--- src/rtl/wb_burst_pkg.sv ---
// Shared constants and FSM state type for the Wishbone burst master.
package wb_burst_pkg;

    localparam logic [2:0] CTI_CLASSIC = 3'b000;
    localparam logic [2:0] CTI_INCR    = 3'b010;
    localparam logic [2:0] CTI_EOB     = 3'b111;
    localparam logic [1:0] BTE_LINEAR  = 2'b00;

    typedef enum logic [1:0] {
        IDLE,
        RD_BURST,
        WR_BURST
    } state_t;

endpackage

--- src/rtl/wb_burst_master_sync_fifo.sv ---
// Show-ahead synchronous FIFO: the head entry is visible on dout while not empty.
module sync_fifo #(
    parameter int WIDTH = 33,
    parameter int DEPTH = 16,
    localparam int AW   = $clog2(DEPTH)
) (
    input  logic             clk,
    input  logic             reset,
    input  logic             push,
    input  logic [WIDTH-1:0] din,
    input  logic             pop,
    output logic [WIDTH-1:0] dout,
    output logic             full,
    output logic             empty,
    output logic [AW:0]      count
);

    localparam logic [AW-1:0] PTR_ONE = AW'(1);
    localparam logic [AW:0]   CNT_ONE = (AW + 1)'(1);

    logic [WIDTH-1:0] mem [DEPTH];
    logic [AW-1:0]    wr_ptr_reg;
    logic [AW-1:0]    rd_ptr_reg;
    logic [AW:0]      count_reg;
    logic             do_push;
    logic             do_pop;

    assign empty   = (count_reg == '0);
    assign full    = (count_reg == (AW + 1)'(DEPTH));
    assign count   = count_reg;
    assign do_pop  = pop && !empty;
    // A full FIFO still accepts a push when the head leaves in the same cycle.
    assign do_push = push && (!full || do_pop);
    assign dout    = mem[rd_ptr_reg];

    always_ff @(posedge clk) begin
        if (do_push) begin
            mem[wr_ptr_reg] <= din;
        end
    end

    always_ff @(posedge clk or posedge reset) begin
        if (reset) begin
            wr_ptr_reg <= '0;
            rd_ptr_reg <= '0;
            count_reg  <= '0;
        end else begin
            if (do_push) begin
                wr_ptr_reg <= wr_ptr_reg + PTR_ONE;
            end
            if (do_pop) begin
                rd_ptr_reg <= rd_ptr_reg + PTR_ONE;
            end
            if (do_push && !do_pop) begin
                count_reg <= count_reg + CNT_ONE;
            end else if (do_pop && !do_push) begin
                count_reg <= count_reg - CNT_ONE;
            end
        end
    end

endmodule

--- src/rtl/wb_burst_master.sv ---
// Wishbone B4 master issuing classic or incrementing bursts for one command at a time.
module wb_burst_master
    import wb_burst_pkg::*;
#(
    parameter int  ADDR_W     = 30,
    parameter int  DATA_W     = 32,
    parameter int  MAX_BURST  = 8,
    parameter int  FIFO_DEPTH = 16,
    localparam int SEL_W      = DATA_W / 8,
    localparam int LEN_W      = $clog2(MAX_BURST)
) (
    input  logic              clk,
    input  logic              reset,
    input  logic              req_valid,
    output logic              req_ready,
    input  logic              req_write,
    input  logic [ADDR_W-1:0] req_addr,
    input  logic [LEN_W-1:0]  req_len,
    input  logic [SEL_W-1:0]  req_sel,
    input  logic              wr_valid,
    output logic              wr_ready,
    input  logic [DATA_W-1:0] wr_data,
    output logic              rd_valid,
    input  logic              rd_ready,
    output logic [DATA_W-1:0] rd_data,
    output logic              rd_last,
    output logic              done,
    output logic              done_err,
    output logic [ADDR_W-1:0] cfu_ram_adr,
    output logic [DATA_W-1:0] cfu_ram_dat_mosi,
    output logic [SEL_W-1:0]  cfu_ram_sel,
    output logic              cfu_ram_cyc,
    output logic              cfu_ram_stb,
    output logic              cfu_ram_we,
    output logic [2:0]        cfu_ram_cti,
    output logic [1:0]        cfu_ram_bte,
    input  logic [DATA_W-1:0] cfu_ram_dat_miso,
    input  logic              cfu_ram_ack,
    input  logic              cfu_ram_err
);

    localparam int CNT_W = $clog2(FIFO_DEPTH) + 1;
    // Accept only when a whole maximum-length burst is guaranteed room.
    localparam logic [CNT_W-1:0] ACCEPT_LIMIT = CNT_W'(FIFO_DEPTH - MAX_BURST);

    state_t            state_reg, state_next;
    logic [ADDR_W-1:0] addr_reg;
    logic [LEN_W-1:0]  len_reg;
    logic [LEN_W-1:0]  beat_reg;
    logic [SEL_W-1:0]  sel_reg;
    logic              done_reg;
    logic              done_err_reg;

    logic              accept;
    logic              beat_done;
    logic              abort;
    logic              final_beat;
    logic [2:0]        cti_cur;
    logic              fifo_push;
    logic              fifo_empty;
    logic              fifo_full;
    logic [CNT_W-1:0]  fifo_count;
    logic [DATA_W:0]   fifo_dout;

    assign final_beat = (beat_reg == len_reg);
    assign cti_cur    = (len_reg == '0) ? CTI_CLASSIC : (final_beat ? CTI_EOB : CTI_INCR);
    assign done       = done_reg;
    assign done_err   = done_err_reg;
    assign rd_valid   = !fifo_empty;
    assign rd_data    = fifo_dout[DATA_W-1:0];
    assign rd_last    = fifo_dout[DATA_W];

    always_comb begin
        state_next       = state_reg;
        req_ready        = 1'b0;
        accept           = 1'b0;
        beat_done        = 1'b0;
        abort            = 1'b0;
        fifo_push        = 1'b0;
        wr_ready         = 1'b0;
        cfu_ram_cyc      = 1'b0;
        cfu_ram_stb      = 1'b0;
        cfu_ram_we       = 1'b0;
        cfu_ram_adr      = '0;
        cfu_ram_sel      = '0;
        cfu_ram_cti      = CTI_CLASSIC;
        cfu_ram_bte      = BTE_LINEAR;
        cfu_ram_dat_mosi = '0;
        case (state_reg)
            IDLE: begin
                req_ready = (fifo_count <= ACCEPT_LIMIT);
                accept    = req_valid && req_ready;
                if (accept) begin
                    state_next = req_write ? WR_BURST : RD_BURST;
                end
            end
            RD_BURST, WR_BURST: begin
                cfu_ram_cyc = 1'b1;
                cfu_ram_adr = addr_reg + ADDR_W'(beat_reg);
                cfu_ram_sel = sel_reg;
                cfu_ram_cti = cti_cur;
                if (state_reg == RD_BURST) begin
                    cfu_ram_stb = 1'b1;
                end else begin
                    cfu_ram_stb      = wr_valid;
                    cfu_ram_we       = 1'b1;
                    cfu_ram_dat_mosi = wr_data;
                end
                // err wins over a simultaneous ack: the beat is neither stored nor consumed.
                if (cfu_ram_err) begin
                    abort      = 1'b1;
                    state_next = IDLE;
                end else if (cfu_ram_ack) begin
                    beat_done = 1'b1;
                    fifo_push = (state_reg == RD_BURST);
                    wr_ready  = (state_reg == WR_BURST);
                    if (final_beat) begin
                        state_next = IDLE;
                    end
                end
            end
            default: state_next = IDLE;
        endcase
    end

    always_ff @(posedge clk or posedge reset) begin
        if (reset) begin
            state_reg    <= IDLE;
            addr_reg     <= '0;
            len_reg      <= '0;
            beat_reg     <= '0;
            sel_reg      <= '0;
            done_reg     <= 1'b0;
            done_err_reg <= 1'b0;
        end else begin
            state_reg    <= state_next;
            done_reg     <= (beat_done && final_beat) || abort;
            done_err_reg <= abort;
            if (accept) begin
                addr_reg <= req_addr;
                len_reg  <= req_len;
                sel_reg  <= req_sel;
                beat_reg <= '0;
            end else if (beat_done) begin
                beat_reg <= beat_reg + LEN_W'(1);
            end
        end
    end

    sync_fifo #(
        .WIDTH(DATA_W + 1),
        .DEPTH(FIFO_DEPTH)
    ) u_rd_fifo (
        .clk  (clk),
        .reset(reset),
        .push (fifo_push),
        .din  ({final_beat, cfu_ram_dat_miso}),
        .pop  (rd_ready),
        .dout (fifo_dout),
        .full (fifo_full),
        .empty(fifo_empty),
        .count(fifo_count)
    );

    logic unused_ok;
    assign unused_ok = fifo_full;

endmodule
--- config.mk ---
export PLATFORM = sky130hd
export DESIGN_NAME = wb_burst_master
export DESIGN_NICKNAME = d
export VERILOG_FILES = /design/src/rtl/wb_burst_pkg.sv /design/src/rtl/wb_burst_master_sync_fifo.sv /design/src/rtl/wb_burst_master.sv
export SDC_FILE = /design/constraint.sdc
export NUM_CORES = 1
export LEC_CHECK = 0
export CORE_UTILIZATION = 52
export DETAILED_ROUTE_END_ITERATION = 10
export PLACE_DENSITY = 0.76
export SLEW_MARGIN = 10
export SYNTH_ARGS = -nofsm -noshare
export SYNTH_HDL_FRONTEND = slang
export SYNTH_HIERARCHICAL = 1
export SYNTH_SLANG_ARGS = --single-unit
--- constraint.sdc ---
create_clock -name clk -period 4.5 [get_ports clk]
set_input_delay 0.9 -clock clk [delete_from_list [all_inputs] [get_ports clk]]
set_output_delay 0.9 -clock clk [all_outputs]
set_load 0.01 [all_outputs]
* Word-level counts from Yosys, hierarchy flattened
Memory sizes are Yosys's and may differ from the RTL's.
Index checks and enable logic that the tools add are counted.
** Word-level totals
- Register bits after elaboration :: 57
- Memory bits (writable) :: 528
- Input port bits :: 109
- Output and inout port bits :: 112
- Word-level logic and storage cells :: 81
- Memories :: 1
** Memories
- u_rd_fifo.mem :: words 16, bits a word 33, read ports 1, clocked after memory_dff 0, write ports 1, line wb_burst_master_sync_fifo.sv:21 : logic [WIDTH-1:0] mem [DEPTH];
** Cells by class
- $add $sub $neg :: 6
- $lt $le $gt $ge :: 1
- Equality and inequality tests :: 7
- Mux-type cells :: 37
- Reduce and logical (&&, ||, !) cells :: 19
** Operators with widths (count)
- 32-bit 2-to-1 mux :: 2
- 30-bit by 3-bit adder with 30-bit output :: 1
- 30-bit 2-to-1 mux :: 1
- 1-bit 2-to-1 mux :: 20
- 3-bit 2-to-1 mux :: 5
- 2-bit 2-to-1 mux :: 5
- 5-bit 2-to-1 mux :: 2
- 4-bit by 1-bit adder with 4-bit output (second input constant) :: 2
- 1-bit logical AND :: 6
- 3-bit inequality test (second input constant) :: 2
- 5-bit by 1-bit adder with 5-bit output (second input constant) :: 1
- 5-bit == test (second input constant) :: 1
- 5-bit by 4-bit <= comparator with 1-bit output (second input constant) :: 1
- 5-bit logical NOT :: 1
- 5-bit by 1-bit subtractor with 5-bit output (second input constant) :: 1
- 1-bit logical NOT :: 4
- 4-bit 2-to-1 mux :: 1
- 2-bit one-hot mux with 2 select lines :: 1
- 2-bit nonzero test :: 2
- 3-bit by 1-bit adder with 3-bit output (second input constant) :: 1
- 3-bit == test :: 1
- 3-bit logical NOT :: 1
- 3-bit AND reduction :: 1
- 2-bit by 1-bit == test with 1-bit output (second input constant) :: 1
- other kinds (5) :: 6

* Longest topological paths before layout
Gate-level depths: netlist of the first run.
- Word-level depth :: 9
- Mapped depth :: 14
- Depth with buffers taken out :: 12

* By module
Netlist of the first run, hierarchy kept.
** By module, submodules not included
- sync_fifo :: instances 1, cells an instance 1041, area each 20983.9 sq um, seq. area each 16180.5 sq um
- wb_burst_master :: instances 1, cells an instance 318, area each 3056.7 sq um, seq. area each 1101.1 sq um

* Least setup slack after synthesis of the first run
OpenSTA, ideal clock, no wires.
- Kind :: register to register
- Start point :: register state_reg[1]
- End point :: memory u_rd_fifo.mem[0][0] (enable)
- Setup time :: 464 ps
- Data arrival time :: 4094 ps
- Data required time :: 4036 ps
- Path slack :: -58 ps
- Stages on the path, launching flop included :: 10
- Buffers on the path :: 2
- Period minus slack after synthesis :: 4558 ps
- Path through :: dfrtp_1 -> inv_1 -> ha_1 -> clkbuf_1 -> nor2b_1 -> and3_1 -> o31a_1 -> buf_6 -> nand2_1 -> nor3_1
** On the way
- Word-level cells in the longest chain between the ends :: 7
- Elaborated cells on any way between the ends :: 9
- Those cells by class :: eq/ne (2); mux (5); reduce/logical (2)
** Ends and longest elaborated chain
- start, declared :: line wb_burst_master.sv:46 : state_t state_reg, state_next;
- start signal, assigned :: line wb_burst_master.sv:136 : state_reg <= state_next;
- 2-bit by 1-bit == test with 1-bit output :: line wb_burst_master.sv:89, wb_burst_master.sv:115
- 1-bit 2-to-1 mux :: line wb_burst_master.sv:113 : end else if (cfu_ram_ack) begin
- 1-bit 2-to-1 mux :: line wb_burst_master.sv:110 : if (cfu_ram_err) begin
- 1-bit 2-to-1 mux * :: line wb_burst_master.sv:89 : case (state_reg)
- via fifo_push :: line wb_burst_master.sv:59 : logic fifo_push;
- 1-bit logical AND * :: line wb_burst_master_sync_fifo.sv:33 : assign do_push = push && (!full || do_pop);
- via u_rd_fifo.do_push :: line wb_burst_master_sync_fifo.sv:25 : logic do_push;
- 1-bit 2-to-1 mux * :: line wb_burst_master_sync_fifo.sv:37 : if (do_push) begin
- 1-bit 2-to-1 mux (not written as such) * :: line wb_burst_master_sync_fifo.sv:38 : mem[wr_ptr_reg] <= din;
- end, declared :: line wb_burst_master_sync_fifo.sv:21
Mark *: on every way through the listed nets, which the timed path passes. The rest lies on a longest branch.

* Worst setup path after layout of the first run
- Start point :: register beat_reg[0]
- End point :: output port cfu_ram_adr[26]
** On the way
- Word-level cells in the longest chain between the ends :: 2
** Ends and longest elaborated chain
- start, declared :: line wb_burst_master.sv:49 : logic [LEN_W-1:0] beat_reg;
- start signal, assigned :: line wb_burst_master.sv:145 : beat_reg <= beat_reg + LEN_W'(1);
- 30-bit by 3-bit adder with 30-bit output :: line wb_burst_master.sv:99 : cfu_ram_adr = addr_reg + ADDR_W'(beat_reg);
- 30-bit 2-to-1 mux :: line wb_burst_master.sv:89
- end, declared :: line wb_burst_master.sv:29 : output logic [ADDR_W-1:0] cfu_ram_adr,
Every way passes these cells.

==> results of run 1 <==
-- what timing repair did --
| item | 4_1_cts | 5_1_grt |
|---|---|---|
| resized for setup | 1 | 2 |
| hold buffers | 0 | 0 |
| setup endpoints to repair | 10 | 6 |
-- worst min path at each step --
stage                     depth (start not counted)  startpoint  slack (ns)         end
after floorplan                                   1  sel_reg[0]        0.47  sel_reg[0]
after global placement                            1  sel_reg[1]        0.48  sel_reg[1]
after detailed placement                          1  sel_reg[3]        0.49  sel_reg[3]
after CTS                                         1  sel_reg[3]        0.50  sel_reg[3]
after global routing                              1  sel_reg[0]        0.52  sel_reg[0]
final                                             1  sel_reg[3]        0.50  sel_reg[3]
-- metal layers --
metal	track usage, %	vias to the layer above
met2	40.59	553
met3	3.466	93
met5	0	-
met1	28.85	6812
li1	-	5938
met4	8.099	0
-- per-stage QoR --
step                      hold slack (ns)  cell area [µm²]  power (mW)
final                              0.5021            29090       17.25
after global routing               0.5189            29090       18.01
after CTS                          0.5049            29070       17.37
after detailed placement           0.4906            27200       12.66
after global placement             0.4797            27200       12.54
after floorplan                    0.4706            24060       10.30
-- where the power goes --
group | switching [mW] | total [mW] | internal, mW | leakage (nW)
sequential | 0.339 | 6.56 | 6.22 | 5.43
clock | 1.97 | 4.71 | 2.74 | 0.924
combinational | 3.09 | 5.98 | 2.89 | 3.56
total | 5.39 | 17.3 | 11.9 | 9.91
-- area by class of cell --
| class | count | area [µm²] | area share (%) |
|---|---|---|---|
| Sequential cell | 585 | 17290 | 59.44 |
| Multi-Input combinational cell | 673 | 6375 | 21.92 |
| Timing Repair Buffer | 260 | 2735 | 9.403 |
| Clock buffer | 64 | 1463 | 5.028 |
| Tap cell | 600 | 750.7 | 2.581 |
| Clock inverter | 40 | 400.4 | 1.376 |
| Inverter | 18 | 67.56 | 0.2323 |
| Antenna cell | 3 | 7.507 | 0.02581 |
==> run metrics, run 1 <==
worst stage delay on the critical path between 0.5 and 0.6 ns; Worst-Skew Late Latency roughly 0.6 ns; number of post-CTS setup repair buffers 0; Final Slew Violations 0; Max-Slew Margin vs Limit 24.26%; Via Count approximately 13k; WP depth 8; global-route wire length before repair 80,950 µm; LEAKAGE 9.914 nW; required time worst endpoint 3.60 ns; fmax 232.0 MHz; number of remaining DRC errors 0; Worst Skew ~0.024 ns; metal3 WL 3424 µm; slowest stage cell, crit path clkdlybuf4s50_1; Worst-path clk slew 0.06 ns; commonest cells after routing, fill and taps aside edfxtp_1, clkdlybuf4s50_1, mux2i_1; Worst setup SP type flip-flop; final worst slack ~0.19 ns; worst reg2reg path depth 12; core area 45,480 µm²; power per cell area 593.1 nW/µm²; Final Core Density 63.96%; clock root cell clkbuf_16; layout cells sized above 1 ~17%; GR Overflow Total 0; die width 217 µm; unrepaired setup endpoints after global routing no; worst reg2reg startpoint state_reg[1]; number of CTS-inserted buffers 56; drt via density 5.972; CP Cell Sequence ha_1 -> inv_1 -> fa_1 -> and2b_2 -> o21ai_4 -> or4_1 -> a21oi_1 -> clkdlybuf4s50_1; routed wire length 53,420 µm; cell area after synthesis roughly 24,000 µm²; Initial Utilization about 53%; CP Max Fanout 20; Rows just under 80; WP buf/inv 2; DRT iter0 DRCs 1,101; Fillers 3,155; vias in the first global route 13.94k; Area Growth Syn to Fin 21.01%; I/O pin total 221; Tcrit/Tclk final 95.79%; worst hold path class reg2reg; status finished, final reports clean; Avg Cell Area, Syn 17.70 µm²; Max Buffers Root-to-Sink 3; WL/cell 23.82 µm; I/O Buffers 218; Die H about 220 µm; met2 wire len 27,820 µm; clock period minus worst slack between 4 and 5 ns; largest net degree at the start of global routing 66; final hold vios 0; max reg flops 528; Initial DRT Pass Iterations 5; setup TNS 0 ns; CTS tree done; worst reg2reg setup slack 0.92 ns; Final Setup Violations 0; CTS H-Tree Depth 2; crit path capture type primary output; Worst R2R End u_rd_fifo/count[4]; maximum vdd drop 0.4103 mV; hpwl dp 32,360 µm; origin of the worst setup path beat_reg[0]; CP arrival 3.41 ns; initial antenna violation count 2; commonest non-fill, non-tap cell in the layout edfxtp_1; GPL Wtd Cong 0.8295; Worst Setup EP cfu_ram_adr[26]; Max Used Layer met4; Max-Cap Viols 0; clock sinks 585; WS Path Type reg2out; Crit path max-delay family simple AND/OR/NAND/NOR gates; Warnings, synthesis 6; Global Route Usage Sum 22.98%; Die Footprint 47,090 µm²; Nets 1,722; dpl cells 2,136; Non-Filler Instances 2,243; antenna-violating nets left 0; WL met1 roughly 21,000 µm; pre-CTS setup slack 0.5277 ns; worst-margin pin slew 1.135 ns; Cells after Synth 1,358
Power figures use the tool's default switching activity.
==> inputs of run 2 (changes only) <==
--- a/config.mk
+++ b/config.mk
@@ -8,7 +8,8 @@
 export CORE_UTILIZATION = 52
 export DETAILED_ROUTE_END_ITERATION = 10
 export PLACE_DENSITY = 0.76
-export SLEW_MARGIN = 10
+export SKIP_LAST_GASP = 1
+export SLEW_MARGIN = 5
 export SYNTH_ARGS = -nofsm -noshare
 export SYNTH_HDL_FRONTEND = slang
 export SYNTH_HIERARCHICAL = 1
==> results of run 2 <==
Final layout, timing and power as in run 1 (identical DEF).
